--- src/rtl/irq_controller.sv ---
// Vectored interrupt controller: latches edge/level requests, arbitrates by fixed priority,
// presents a vector to the PC mux and keeps a return-address/priority stack for nesting.
module irq_controller #(
  parameter int unsigned N_SRC      = 4,
  parameter int unsigned ADDR_W     = 10,
  parameter logic [ADDR_W-1:0] VEC_BASE = ADDR_W'('h3F0),
  parameter int unsigned VEC_STRIDE = 2,
  parameter int unsigned NEST_DEPTH = 4,
  localparam int unsigned LVL_W     = $clog2(NEST_DEPTH) + 1
) (
  input  logic              i_clk,
  input  logic              i_reset,
  input  logic [N_SRC-1:0]  i_src,
  input  logic [N_SRC-1:0]  i_edge_mode,
  input  logic              i_mask_we,
  input  logic [N_SRC-1:0]  i_mask_wd,
  input  logic              i_gie,
  input  logic              i_irq_ack,
  input  logic              i_reti,
  input  logic [ADDR_W-1:0] i_pc_ret,
  output logic              o_irq,
  output logic [ADDR_W-1:0] o_vec_addr,
  output logic [ADDR_W-1:0] o_ret_addr,
  output logic [3:0]        o_active_id,
  output logic [LVL_W-1:0]  o_nest_lvl,
  output logic [N_SRC-1:0]  o_pending,
  output logic              o_lost
);

  localparam logic [3:0] ID_NONE = 4'hF;

  typedef enum logic {S_IDLE, S_REQ} state_t;

  state_t             r_state;
  state_t             w_state_nxt;
  logic [N_SRC-1:0]   r_src_q;
  logic [N_SRC-1:0]   r_mask;
  logic [N_SRC-1:0]   r_pending;
  logic               r_lost;
  logic               r_irq;
  logic [3:0]         r_req_id;
  logic [ADDR_W-1:0]  r_vec_addr;
  logic [3:0]         r_active_id;
  logic [LVL_W-1:0]   r_nest_lvl;
  logic [ADDR_W-1:0]  r_ret_addr;
  logic [ADDR_W-1:0]  r_stk_addr [NEST_DEPTH];
  logic [3:0]         r_stk_id   [NEST_DEPTH];

  logic [N_SRC-1:0]   w_event;
  logic [N_SRC-1:0]   w_clr;
  logic               w_cand_vld;
  logic [3:0]         w_cand_id;
  logic [ADDR_W-1:0]  w_cand_vec;
  logic               w_req_ok;
  logic               w_load_req;
  logic               w_push;
  logic               w_pop;

  // Edge sources fire on a 0->1 transition, level sources every cycle they are high
  assign w_event = i_src & (~i_edge_mode | ~r_src_q);

  // Lowest enabled pending index wins
  always_comb begin
    w_cand_vld = 1'b0;
    w_cand_id  = ID_NONE;
    for (int i = int'(N_SRC) - 1; i >= 0; i--) begin
      if (r_pending[i] && r_mask[i]) begin
        w_cand_vld = 1'b1;
        w_cand_id  = 4'(i);
      end
    end
  end

  assign w_cand_vec = VEC_BASE + ADDR_W'(32'(w_cand_id) * VEC_STRIDE);
  assign w_req_ok   = i_gie && w_cand_vld
                   && ((r_active_id == ID_NONE) || (w_cand_id < r_active_id))
                   && (r_nest_lvl < LVL_W'(NEST_DEPTH));

  always_ff @(posedge i_clk) begin
    if (i_reset) r_state <= S_IDLE;
    else         r_state <= w_state_nxt;
  end

  always_comb begin
    w_state_nxt = r_state;
    case (r_state)
      S_IDLE: if (w_req_ok) w_state_nxt = S_REQ;
      S_REQ:  if (i_irq_ack || !i_gie) w_state_nxt = S_IDLE;
      default: w_state_nxt = S_IDLE;
    endcase
  end

  // Ack wins over a simultaneous reti; reti on an empty stack is dropped
  always_comb begin
    w_load_req = (r_state == S_IDLE) && w_req_ok;
    w_push     = (r_state == S_REQ) && i_irq_ack;
    w_pop      = i_reti && !w_push && (r_nest_lvl != '0);
    w_clr      = w_push ? (N_SRC'(1) << r_req_id) : '0;
  end

  always_ff @(posedge i_clk) begin
    if (i_reset) begin
      r_src_q   <= '0;
      r_mask    <= '0;
      r_pending <= '0;
      r_lost    <= 1'b0;
    end else begin
      r_src_q   <= i_src;
      if (i_mask_we) r_mask <= i_mask_wd;
      r_pending <= (r_pending & ~w_clr) | w_event;
      if (|(w_event & r_pending & ~w_clr)) r_lost <= 1'b1;
    end
  end

  always_ff @(posedge i_clk) begin
    if (i_reset) begin
      r_irq      <= 1'b0;
      r_req_id   <= '0;
      r_vec_addr <= VEC_BASE;
    end else begin
      r_irq <= (w_state_nxt == S_REQ);
      if (w_load_req) begin
        r_req_id   <= w_cand_id;
        r_vec_addr <= w_cand_vec;
      end
    end
  end

  // Return stack; r_ret_addr mirrors the top entry so it is ready during the reti cycle
  always_ff @(posedge i_clk) begin
    if (i_reset) begin
      r_active_id <= ID_NONE;
      r_nest_lvl  <= '0;
      r_ret_addr  <= '0;
      for (int k = 0; k < int'(NEST_DEPTH); k++) begin
        r_stk_addr[k] <= '0;
        r_stk_id[k]   <= ID_NONE;
      end
    end else if (w_push) begin
      for (int k = 0; k < int'(NEST_DEPTH); k++) begin
        if (k == int'(r_nest_lvl)) begin
          r_stk_addr[k] <= i_pc_ret;
          r_stk_id[k]   <= r_active_id;
        end
      end
      r_active_id <= r_req_id;
      r_nest_lvl  <= r_nest_lvl + LVL_W'(1);
      r_ret_addr  <= i_pc_ret;
    end else if (w_pop) begin
      r_nest_lvl <= r_nest_lvl - LVL_W'(1);
      r_ret_addr <= '0;
      for (int k = 0; k < int'(NEST_DEPTH); k++) begin
        if (k == int'(r_nest_lvl) - 1) r_active_id <= r_stk_id[k];
        if (k == int'(r_nest_lvl) - 2) r_ret_addr  <= r_stk_addr[k];
      end
    end
  end

  assign o_irq       = r_irq;
  assign o_vec_addr  = r_vec_addr;
  assign o_ret_addr  = r_ret_addr;
  assign o_active_id = r_active_id;
  assign o_nest_lvl  = r_nest_lvl;
  assign o_pending   = r_pending;
  assign o_lost      = r_lost;

endmodule

--- config.mk ---
export PLATFORM = sky130hd
export DESIGN_NAME = irq_controller
export DESIGN_NICKNAME = d
export VERILOG_FILES = /design/src/rtl/irq_controller.sv
export SDC_FILE = /design/constraint.sdc
export NUM_CORES = 1
export LEC_CHECK = 0
export CAP_MARGIN = 20
export CORE_MARGIN = 2
export CORE_UTILIZATION = 40
export CTS_CLUSTER_SIZE = 8
export DETAILED_ROUTE_END_ITERATION = 8
export PLACE_DENSITY_LB_ADDON = 0.2
export SLEW_MARGIN = 20
export SYNTH_ARGS = -nofsm -noshare
export SYNTH_HDL_FRONTEND = slang
export SYNTH_SLANG_ARGS = --single-unit
--- constraint.sdc ---
create_clock -name i_clk -period 3.4 [get_ports i_clk]
set_clock_uncertainty 0.2 [all_clocks]
set_input_delay 0.68 -clock i_clk [delete_from_list [all_inputs] [get_ports i_clk]]
set_output_delay 0.68 -clock i_clk [all_outputs]
set_load 0.1 [all_outputs]
## Yosys cells after proc, flatten, opt, wreduce, memory -nomap -nowiden

Memories as Yosys holds them, arrays and structs flattened.
Index checks and enable logic that the tools add are counted.
Widths: inputs -> output; s select.

| word-level totals | value |
|---|---|
| register bits | 45 |
| bits in writable memories | 56 |
| input port bits | 28 |
| output and inout port bits | 33 |
| word-level logic and storage cells | 123 |
| memories | 2 |

| cells by class | value |
|---|---|
| add/subtract/negate cells | 5 |
| order comparisons | 2 |
| equality and inequality tests | 10 |
| shift-type cells | 1 |
| mux-type cells | 52 |
| bitwise gates (word level) | 18 |
| reductions and logical operators | 23 |

Memories:

| name | depth | bits a word | read ports | clocked after memory_dff | write ports | line | source |
|---|---|---|---|---|---|---|---|
| r_stk_addr | 4 | 10 | 4 | 0 | 4 | 46 | `logic [ADDR_W-1:0] r_stk_addr [NEST_DEPTH];` |
| r_stk_id | 4 | 4 | 4 | 0 | 4 | 47 | `logic [3:0] r_stk_id [NEST_DEPTH];` |

Operator list:

| kind | number |
|---|---|
| $mux 10 | 10 |
| $logic_not 32->1 | 2 |
| $mux 4 | 15 |
| $mux 1 | 24 |
| $and 4x4->4 | 4 |
| $eq 3x4->1 const A | 4 |
| $not 4->4 | 3 |
| $logic_and 1x1->1 | 11 |
| $eq 2x4->1 const A | 2 |
| $or 1x1->1 | 8 |
| $or 4x4->4 | 2 |
| $add 5x6->7 const A | 1 |
| $eq 3x3->1 const A | 2 |
| $mux 3 | 2 |
| $reduce_bool 5->1 | 1 |
| $eq 4x4->1 const B | 1 |
| $lt 4x4->1 | 1 |
| $reduce_or 4->1 | 1 |
| $shl 1x4->4 const A | 1 |
| $sub 3x1->4 const B | 1 |
| $sub 3x2->4 const B | 1 |
| $add 3x1->3 const B | 1 |
| $eq 2x3->1 const A | 1 |
| $logic_not 3->1 | 1 |
| 9 further kinds | 11 |

## Logic depth before layout (Yosys ltp)

| depth | value |
|---|---|
| depth after elaboration | 11 |
| gate-level depth with buffers | 10 |
| mapped depth without buffers | 8 |

## Worst setup path before layout

Ideal clock, no wire load.

| timing path | value |
|---|---|
| path type | flip-flop to flip-flop |
| start | register r_nest_lvl[1] (netlist: o_nest_lvl[1]) |
| end | register r_active_id[3] (netlist: o_active_id[3]) |
| setup time | 0.132 ns |
| data arrival time | 3.057 ns |
| data required time | 3.068 ns |
| path slack | 0.011 ns |
| cell stages (with the launch flop) | 10 |
| path buffers | 2 |
| period minus slack after synthesis | 3.389 ns |
| cell sequence | dfxtp_1 > buf_2 > inv_1 > buf_1 > ha_1 > nor4b_4 > mux2_2 > mux2_2 > o32ai_1 > o211ai_1 |

| on the way | value |
|---|---|
| cells in the longest elaborated chain, start to end | 7 |
| elaborated cells on any way between the ends | 15 |
| those cells by class | add/sub: 1; eq/ne: 3; mux: 5; reduce/logical: 6 |

Ends and longest elaborated chain:

| what | line | source |
|---|---|---|
| from (decl) | 44 | `logic [LVL_W-1:0] r_nest_lvl;` |
| from (signal assigned) | 147 | `r_nest_lvl <= r_nest_lvl + LVL_W'(1);` |
| from (signal assigned) | 150 | `r_nest_lvl <= r_nest_lvl - LVL_W'(1);` |
| $sub 3x1->4 | 153 | `if (k == int'(r_nest_lvl) - 1) r_active_id <= r_stk_id[k];` |
| $eq 2x4->1 | 153 |  |
| $mux 4 (3 in series) | 153 |  |
| $mux 4 | 149 | `end else if (w_pop) begin` |
| $mux 4 | 139 | `end else if (w_push) begin` |
| to (signal assigned) | 146 | `r_active_id <= r_req_id;` |
| to (decl) | 43 | `logic [3:0] r_active_id;` |

Parallel ways exist; a longest one is shown, timed or not. The select of a mux whose other input is x is not followed.
A chain may end at the register's enable or synchronous reset.

## Worst setup path after layout

| timing path | value |
|---|---|
| start | register r_pending[1] (netlist: o_pending[1]) |
| end | register r_req_id[2] |

| on the way | value |
|---|---|
| cells in the longest elaborated chain, start to end | 8 |
| elaborated cells on any way between the ends | 11 |
| those cells by class | order compare: 1; mux: 4; reduce/logical: 6 |

Ends and longest elaborated chain:

| what | line | source |
|---|---|---|
| from (decl) | 38 | `logic [N_SRC-1:0] r_pending;` |
| from (signal assigned) | 110 | `r_pending <= (r_pending & ~w_clr) \| w_event;` |
| $logic_and 1x1->1 | 67 | `if (r_pending[i] && r_mask[i]) begin` |
| $mux 4 (2 in series) | 67 |  |
| named net w_cand_id[1] | 52 | `logic [3:0] w_cand_id;` |
| $lt 4x4->1 | 76 | `&& ((r_active_id == ID_NONE) \|\| (w_cand_id < r_active_id))` |
| $logic_or 1x1->1 | 76 |  |
| $logic_and 1x1->1 | 76 |  |
| $logic_and 1x1->1 | 77 | `&& (r_nest_lvl < LVL_W'(NEST_DEPTH));` |
| $logic_and 1x1->1 | 95 | `w_load_req = (r_state == S_IDLE) && w_req_ok;` |
| to (signal assigned) | 123 | `r_req_id <= w_cand_id;` |
| to (decl) | 41 | `logic [3:0] r_req_id;` |

The timed path passes the listed nets, and every way through them passes these cells.

==> out/results.txt <==
Clock H-tree levels: 3
PostCTS Resize Cnt: 0
Post-CTS Hold Buffers: 0
DRC Markers: 0
Post-synth top flop: edfxtp_1
die footprint: 0.0115 mm²
max-cap violation count: 0
Power Density: 683 mW/mm²
DR vias/cell: 5.40
most frequent cells in the layout: edfxtp_1 (56), buf_4 (44), and2_1 (41)
Worst EP required: 3470 ps
fillers: 960
CTS root buf: clkbuf_8
R2R cell count: 8
cell area after synthesis: 0.00426 mm²
largest net degree at the start of global routing: 39
sequential area share after synthesis: 0.559
first-pass iteration count of the detailed router: 5
most common cell after layout, fill and taps aside: edfxtp_1
CTS sink count: 91
Yosys warning count: 0
Net count, final: 462
CTS tree: yes
cells after synthesis: 374
Met3 Wirelength: 533 µm
core area: 0.0103 mm²
Synth area leader: edfxtp_1
CP dominant cell by count: nand2_1
Psw: 1.50 mW
Post-DP Area: 0.00488 mm²
flop-to-flop setup slack: 630 ps
vias in the first global route: 2933
P_leak: 1.80 nW
measured slew at the worst slew-check pin: 693 ps
Logic pwr share: 0.413
Yosys reg bits: 91
top layer in use: met4
Die Y: 107 µm
setup violators final: 0
period utilization: 0.816
FF-to-FF Start: o_pending[1]
Met2 Wirelength: 4720 µm
# rows: 37
peak supply drop: 0.554 mV
Initial Util: 0.413
Avg Inst Size Synth: 11.4 µm²
WHS Path Cells: 2
met1 WL: 4730 µm
internal power: 1.96 mW
Clock transition at path regs: 90 ps
Setup Buffers After CTS: 0
HP Class: register to register
io pins: 61
setup TNS: 0 ps
fraction of layout cells with a size suffix above 1: 0.185
n_diodes: 0
Num CTS Buffers: 9
Final Hold Vio Count: 0
Detailed Route WL: 10100 µm
number of flops mapped to enable cells by yosys: 56
Clock Latency Late Sink: 370 ps
slew margin rel.: 0.531
Yosys cell types: 60
initial antenna violation count: 0
Slowest-stage cell, CP: a22oi_1
First DRT Iteration DRCs: 161
Hold EP: r_mask[3]
Post-synth ARST share: 0
Worst Setup End Kind: register
Worst Path Max Fanout: 4
RR Endpoint: r_req_id[2]
Pins Over Slew Limit: 0
Overall Power: 3.46 mW
via count: 3070
switching share of power: 0.433
RSZ-0062 raised after global routing: no
GP Congestion: 0.790
grt ovf: 0
Worst Path Arrival: 2840 ps
Antenna Nets Post-Route: 0
status: complete, no violations
maximum clock frequency: 0.361 GHz
CTS max path bufs: 2
crit path cell chain: a22oi_1, and3_1, ha_1, a211oi_1, nand2_1, o21ai_0, nand2_1, and3b_1
DP HPWL: 6750 µm
Area growth, synth to finish: 19.1%
GRT Util Overall: 0.185
hold path startpoint: r_mask[3]
final critical-path required period: 2770 ps
most area-consuming cells after synthesis: edfxtp_1 (39%), dfxtp_1 (16%), and2_1 (6.0%), a221oi_1 (4.1%), mux2i_1 (3.8%)
die width: 107 µm
routed len/inst: 17.7 µm
Final Cell Area: 0.00507 mm²
first-pass GRT wire length: 16000 µm
clock network power share: 0.204
Seq pwr share: 0.383
Syn Nets: 408
top-area cell type share of the netlist area: 0.395
I/O Buffers: 59
Max stage delay on crit path: 410 ps
crit path kind: register to register
Startpoint Class: register
## how the worst max path moves through the flow
stage	from	end	depth (start not counted)
after detailed placement	i_irq_ack	r_stk_id[1][1]	6
after CTS	o_pending[1]	r_req_id[2]	8
final	o_pending[1]	r_req_id[2]	8
after global placement	i_irq_ack	r_stk_id[1][0]	6
after floorplan	o_nest_lvl[1]	o_active_id[3]	9
after global routing	o_pending[1]	r_req_id[2]	8
## area by class of cell
| class | instances | area (µm²) | share of cell area |
|---|---|---|---|
| repair buffers | 72 | 621 | 0.122 |
| clock inverters | 7 | 63.8 | 0.0126 |
| inverters | 7 | 26.3 | 0.00518 |
| multi-input cells | 247 | 1690 | 0.332 |
| flip-flops and latches | 91 | 2380 | 0.470 |
| well taps | 136 | 170 | 0.0335 |
| clock buffers | 9 | 124 | 0.0244 |
## critical path, delay by kind of cell, from the launching register on
family | cells | cell delay, ps
AOI/OAI and AO/OA | 3 | 1100
adders and majority gates | 1 | 280
DFF | 1 | 340
and+or+nand+nor | 4 | 760
## synth_stat cells, drive strengths merged, types with 2 or more instances
master and number:
nor3 17, mux2i 16, nand4b 2, or3 2, nor2b 6, a31o 3
xnor2 2, ha 5, edfxtp 56, inv 7, a21oi 18, mux2 6
nor4b 2, a22oi 3, buf 19, a221oi 20, clkbuf 10, dfxtp 35
nand2b 4, and2 41, nor2 28, a211oi 2, nand3b 3, nand3 7
nand2 29, o21ai 5, and3b 2, a2111o 2
## cells by family (layout without fill, tap and decap cells)
kind of cell,after synthesis,count (layout),share of synthesized area
simple gates,150,150,0.203
buf+inv,36,95,0.0449
fa+ha+maj,6,6,0.0194
flops,91,91,0.559
compound gates,66,66,0.115
other cells,1,1,0.000880
mux,22,22,0.0535
xor+xnor,2,2,0.00411
## layer usage
metal / track usage / vias to the layer above
met1: 0.264 / 1518
met3: 0.0359 / 6
met4: 0.0724 / 0
li1: - / 1472
met2: 0.279 / 74
met5: 0 / -
## sequential cells by signal (all words and copies together), names as in the netlist
register	flops
o_irq	1
r_mask	4
o_pending	4
o_active_id	4
o_lost	1
r_stk_id	16
o_nest_lvl	3
r_req_id	3
o_vec_addr	1
r_stk_addr	40
r_src_q	4
o_ret_addr	10
## power by group through the flow
stage | Sequential (mW) | Combinational [mW] | Clock (mW)
after global routing | 1.34 | 1.54 | 0.776
after floorplan | 1.74 | 0.681 | 0
after CTS | 1.33 | 1.43 | 0.724
after global placement | 1.35 | 1.41 | 0
final | 1.33 | 1.43 | 0.707
after detailed placement | 1.35 | 1.43 | 0
## stage by stage
step                      utilization  instances  hold slack (ps)  setup slack, ps
final                           0.491        569              317              627
after global routing            0.491        569              346              371
after global placement          0.473        553              285              437
after CTS                       0.491        569              323              724
after detailed placement        0.473        553              300              394
after floorplan                     -        374              260             10.8
No activity file was read; power rests on OpenSTA's default activity.
==> RTL change 1 (config.mk and constraints unchanged) <==
`r_src_q` and `r_pending` no longer have a reset.
--- a/src/rtl/irq_controller.sv
+++ b/src/rtl/irq_controller.sv
@@ -101,14 +101,15 @@
   always_ff @(posedge i_clk) begin
     if (i_reset) begin
-      r_src_q   <= '0;
       r_mask    <= '0;
-      r_pending <= '0;
       r_lost    <= 1'b0;
     end else begin
-      r_src_q   <= i_src;
       if (i_mask_we) r_mask <= i_mask_wd;
-      r_pending <= (r_pending & ~w_clr) | w_event;
       if (|(w_event & r_pending & ~w_clr)) r_lost <= 1'b1;
     end
+  end
+
+  always_ff @(posedge i_clk) begin
+    r_src_q   <= i_src;
+    r_pending <= (r_pending & ~w_clr) | w_event;
   end
 
Check against the original RTL: not equivalent (Yosys sat finds a counterexample within 4 cycles, from zero or initial values and one cycle with i_reset high).
==> RTL change 1 against the unedited design <==
  * Sequential share of layout area increased by 0.21 points
  * Power increased by 3.1%
  * Synthesized cell count increased by 2.4%
  * Final area decreased by 0.44%
  * Area after synthesis decreased by 0.18%
  * Worst setup slack got worse by 54 ps
  * Largest power group unchanged
  * Critical endpoint is now o_active_id[3]$_SDFFE_PP1P_
  * Routed wire length increased by 4.1%
  * Sequential cell count unchanged
==> RTL change 1: results <==
logic_synthesis:
  synth_area_leaders: "edfxtp_1 40%, dfxtp_1 16%, and2_1 6.3%, nand2_1 3.1%, nor2_1 2.4%"
  ys_types: 63
  synth_compound_gate_area_share: 0.1495
  synthMuxAreaShare: 0.01883
  syn-mean-instance-area_um2: 11.10
  synth.top_cells.by_count: "56 x edfxtp_1, 43 x and2_1, 35 x dfxtp_1, 35 x nand2_1, 27 x nor2_1"
  synth-xor-area-share: 0.004120
setup_path:
  cp_slowest_cell: "dfxtp_1"
  r2r_cells: 7
  critPathCapture: "o_active_id[3]$_SDFFE_PP1P_"
  crit_fanout: 10
  max_stage_delay_ps: 620
  r2r-start: "o_nest_lvl[2]$_SDFFE_PP0P_"
  crit_family: "simple AND/OR/NAND/NOR gates"
grt:
  grt_pass1_vias: 3118
  grt_max_degree: 38
  grt_pass1_wl_mm: 16.44
power:
  p_int_w: 0.002044
  ir_worst_vdd_v: 0.0003940
  leakagePower_nw: 1.871
  combPwrFrac: 0.407
  netSwitchingPower_w: 0.001528
placed_design:
  dpl.hpwl_mm: 7.113
  gp_congestion: 0.7949
  dp_slack_ps: 488.4
  dp.cells: 558
final_layout:
  drive_above_1_share: 0.1644
  nNetsFinal: 467
  final_cells: 574
timing:
  tightest_slew_ps: 924.5
  max_freq_mhz: 353.8
  worst_hold_slack_ps: 313.8
detailed_routing:
  viasPerCell: 5.441
  wl_met2_mm: 5.090
  dr.pass1.iters: 4
  wl_per_cell_um: 18.26
worst_hold_path:
  min_path_cells: 3
  holdPathEnd: "o_pending[2]$_DFF_P_"
  min_from: "r_src_q[2]$_DFF_P_"
status:
  status: "finished clean"
## RTL change 1: changes by cell type after synthesis, moves of 5 or more
cell | before | now
a21o_1 | 1 | 6
a21oi_1 | 18 | 9
a221oi_1 | 20 | 11
clkbuf_1 | 10 | 5
mux2_2 | 5 | 0
mux2i_1 | 16 | 8
nand2_1 | 29 | 35
## RTL change 1: per-layer routing
metal | global-route usage | up-vias
li1 | - | 1496
met1 | 0.2405 | 1531
met2 | 0.3205 | 79
met3 | 0.03161 | 17
met4 | 0.07607 | 0
met5 | 0 | -
## RTL change 1: cell families (layout without fill, tap and decap cells)
logic type,count (synthesis),after routing
AOI/OAI and AO/OA,80,80
DFF,91,91
and+or+nand+nor,155,155
adders and majority gates,6,6
xor gates and xnor gates,2,2
other,1,1
buffers and inverters,40,95
muxes,8,8
## RTL change 1: area by class of cell
type	count	area (um2)
tap	136	170.2
clock inverter	6	65.06
sequential	91	2382
clock buffer	10	137.6
fill	974	5274
timing repair buffer	69	585.6
inverter	10	37.54
multi-input combinational	252	1672
==> RTL change 2 (same flow settings) <==
Made on the original files. The parameter `NEST_DEPTH` goes from 4 to 2.
--- a/src/rtl/irq_controller.sv
+++ b/src/rtl/irq_controller.sv
@@ -6,5 +6,5 @@
   parameter logic [ADDR_W-1:0] VEC_BASE = ADDR_W'('h3F0),
   parameter int unsigned VEC_STRIDE = 2,
-  parameter int unsigned NEST_DEPTH = 4,
+  parameter int unsigned NEST_DEPTH = 2,
   localparam int unsigned LVL_W     = $clog2(NEST_DEPTH) + 1
 ) (
Ports: changed (resized o_nest_lvl); port bits go from 61 to 60. The function was not compared with the original's and may differ.
==> RTL change 2 against the unedited design <==
  * Combinational power fell by 78%
  * Routed wire length fell by 42%
  * Fmax rose by 18%
  * Die area fell by 36%
  * Area after synthesis fell by 38%
  * Power fell by 49%
  * Sequential cell count fell by 29
  * Final area fell by 33%
  * Worst setup slack improved by 430 ps
  * Clock power fell by 14%
  * Largest power group is now sequential cells
==> RTL change 2: results <==
status:
  status: "finished clean"
final_layout:
  clkCellAreaFrac: 0.05674
  drive_above_1_share: 0.1994
  nFillCells: 582
  multiInputGateArea_um2: 996.0
  area_delta_synth_final_pct: 27.60
  final_cells: 388
  seq_share: 0.4480
  buffer_area_frac: 0.1636
  buffers: 65
  nNetsFinal: 337
  n_all_inverters: 9
  largest_reg_flops: 20
logic_synthesis:
  synth-seq-area-share: 0.5717
  ys.flop_type: "dfxtp_1"
  syn-mean-instance-area_um2: 10.60
  synth_area_leaders: "edfxtp_1 32%, dfxtp_1 26%, mux2i_1 6.0%, nand2_1 4.2%, o211ai_1 3.4%"
  synth_edf_count: 28
  ys_types: 44
  synth.top_cells.by_count: "34 x dfxtp_1, 30 x nand2_1, 28 x edfxtp_1"
  synth_nets: 282
power:
  leakagePower_nw: 1.288
  netSwitchingPower_w: 0.0005443
  ir_worst_vdd_v: 0.0002661
placed_design:
  dp.cells: 372
  gp_congestion: 0.7471
  dpl.hpwl_mm: 4.014
  placed_area_mm2: 0.003203
  dp_slack_ps: 705.5
  port_buffers: 58
setup_path:
  crit_family: "simple AND/OR/NAND/NOR gates"
  crit_fanout: 21
  max_stage_delay_ps: 590
  crit_arrival_ps: 2370
  cp_slowest_cell: "nand2_1"
detailed_routing:
  wl_mm: 5.819
  dr.pass1.iters: 6
  vias: 2035
timing:
  tightest_slew_ps: 661.4
clock_tree:
  clock_latency_ps: 340
grt:
  antenna_found_initial: 0
  grt_max_degree: 31
  grtUsageTotal: 0.1710
  grt_pass1_wl_mm: 9.549
## RTL change 2: changes by cell type after synthesis, sizes merged, moves of 5 or more
cell and delta:
and2 -29, nand3 -5, a21oi -13, o211ai +11, buf -8, nor2 -5
edfxtp -28, nor3 -14, o21ai +8, a221oi -20, mux2 -6
## RTL change 2: logic make-up after synthesis
logic type                 synth area share
buffers and inverters               0.05783
and+or+nand+nor                      0.1528
AOI/OAI and AO/OA                    0.1387
DFF                                  0.5717
muxes                               0.06018
xor gates and xnor gates           0.003292
other                              0.001409
adders and majority gates           0.01411
## RTL change 2: final timing paths
check                             start                          to  slack, ps  depth (start not counted)
max                           i_irq_ack  o_ret_addr[9]$_SDFFE_PP0P_       1060                          6
min          o_ret_addr[2]$_SDFFE_PP0P_  o_ret_addr[2]$_SDFFE_PP0P_        320                          2
max reg2reg     o_pending[1]$_SDFF_PP0_    r_req_id[1]$_SDFFE_PP0P_       1080                          9
min reg2reg  o_ret_addr[2]$_SDFFE_PP0P_  o_ret_addr[2]$_SDFFE_PP0P_        320                          2
## RTL change 2: metal layers
layer	global-route usage	share of wire	vias to the layer above
li1	-	-	999
met1	0.2120	0.45	976
met2	0.2713	0.48	48
met3	0.06545	0.043	12
met4	0.06494	0.023	0
met5	0	0	-
## RTL change 2: power by group through the flow
| stage | clock, W | combinational [W] | sequential [W] |
|---|---|---|---|
| after floorplan | 0 | 0.0000995 | 0.000980 |
| after global placement | 0 | 0.000316 | 0.000854 |
| after detailed placement | 0 | 0.000318 | 0.000854 |
| after CTS | 0.000625 | 0.000319 | 0.000838 |
| after global routing | 0.000654 | 0.000337 | 0.000842 |
| final | 0.000609 | 0.000317 | 0.000838 |
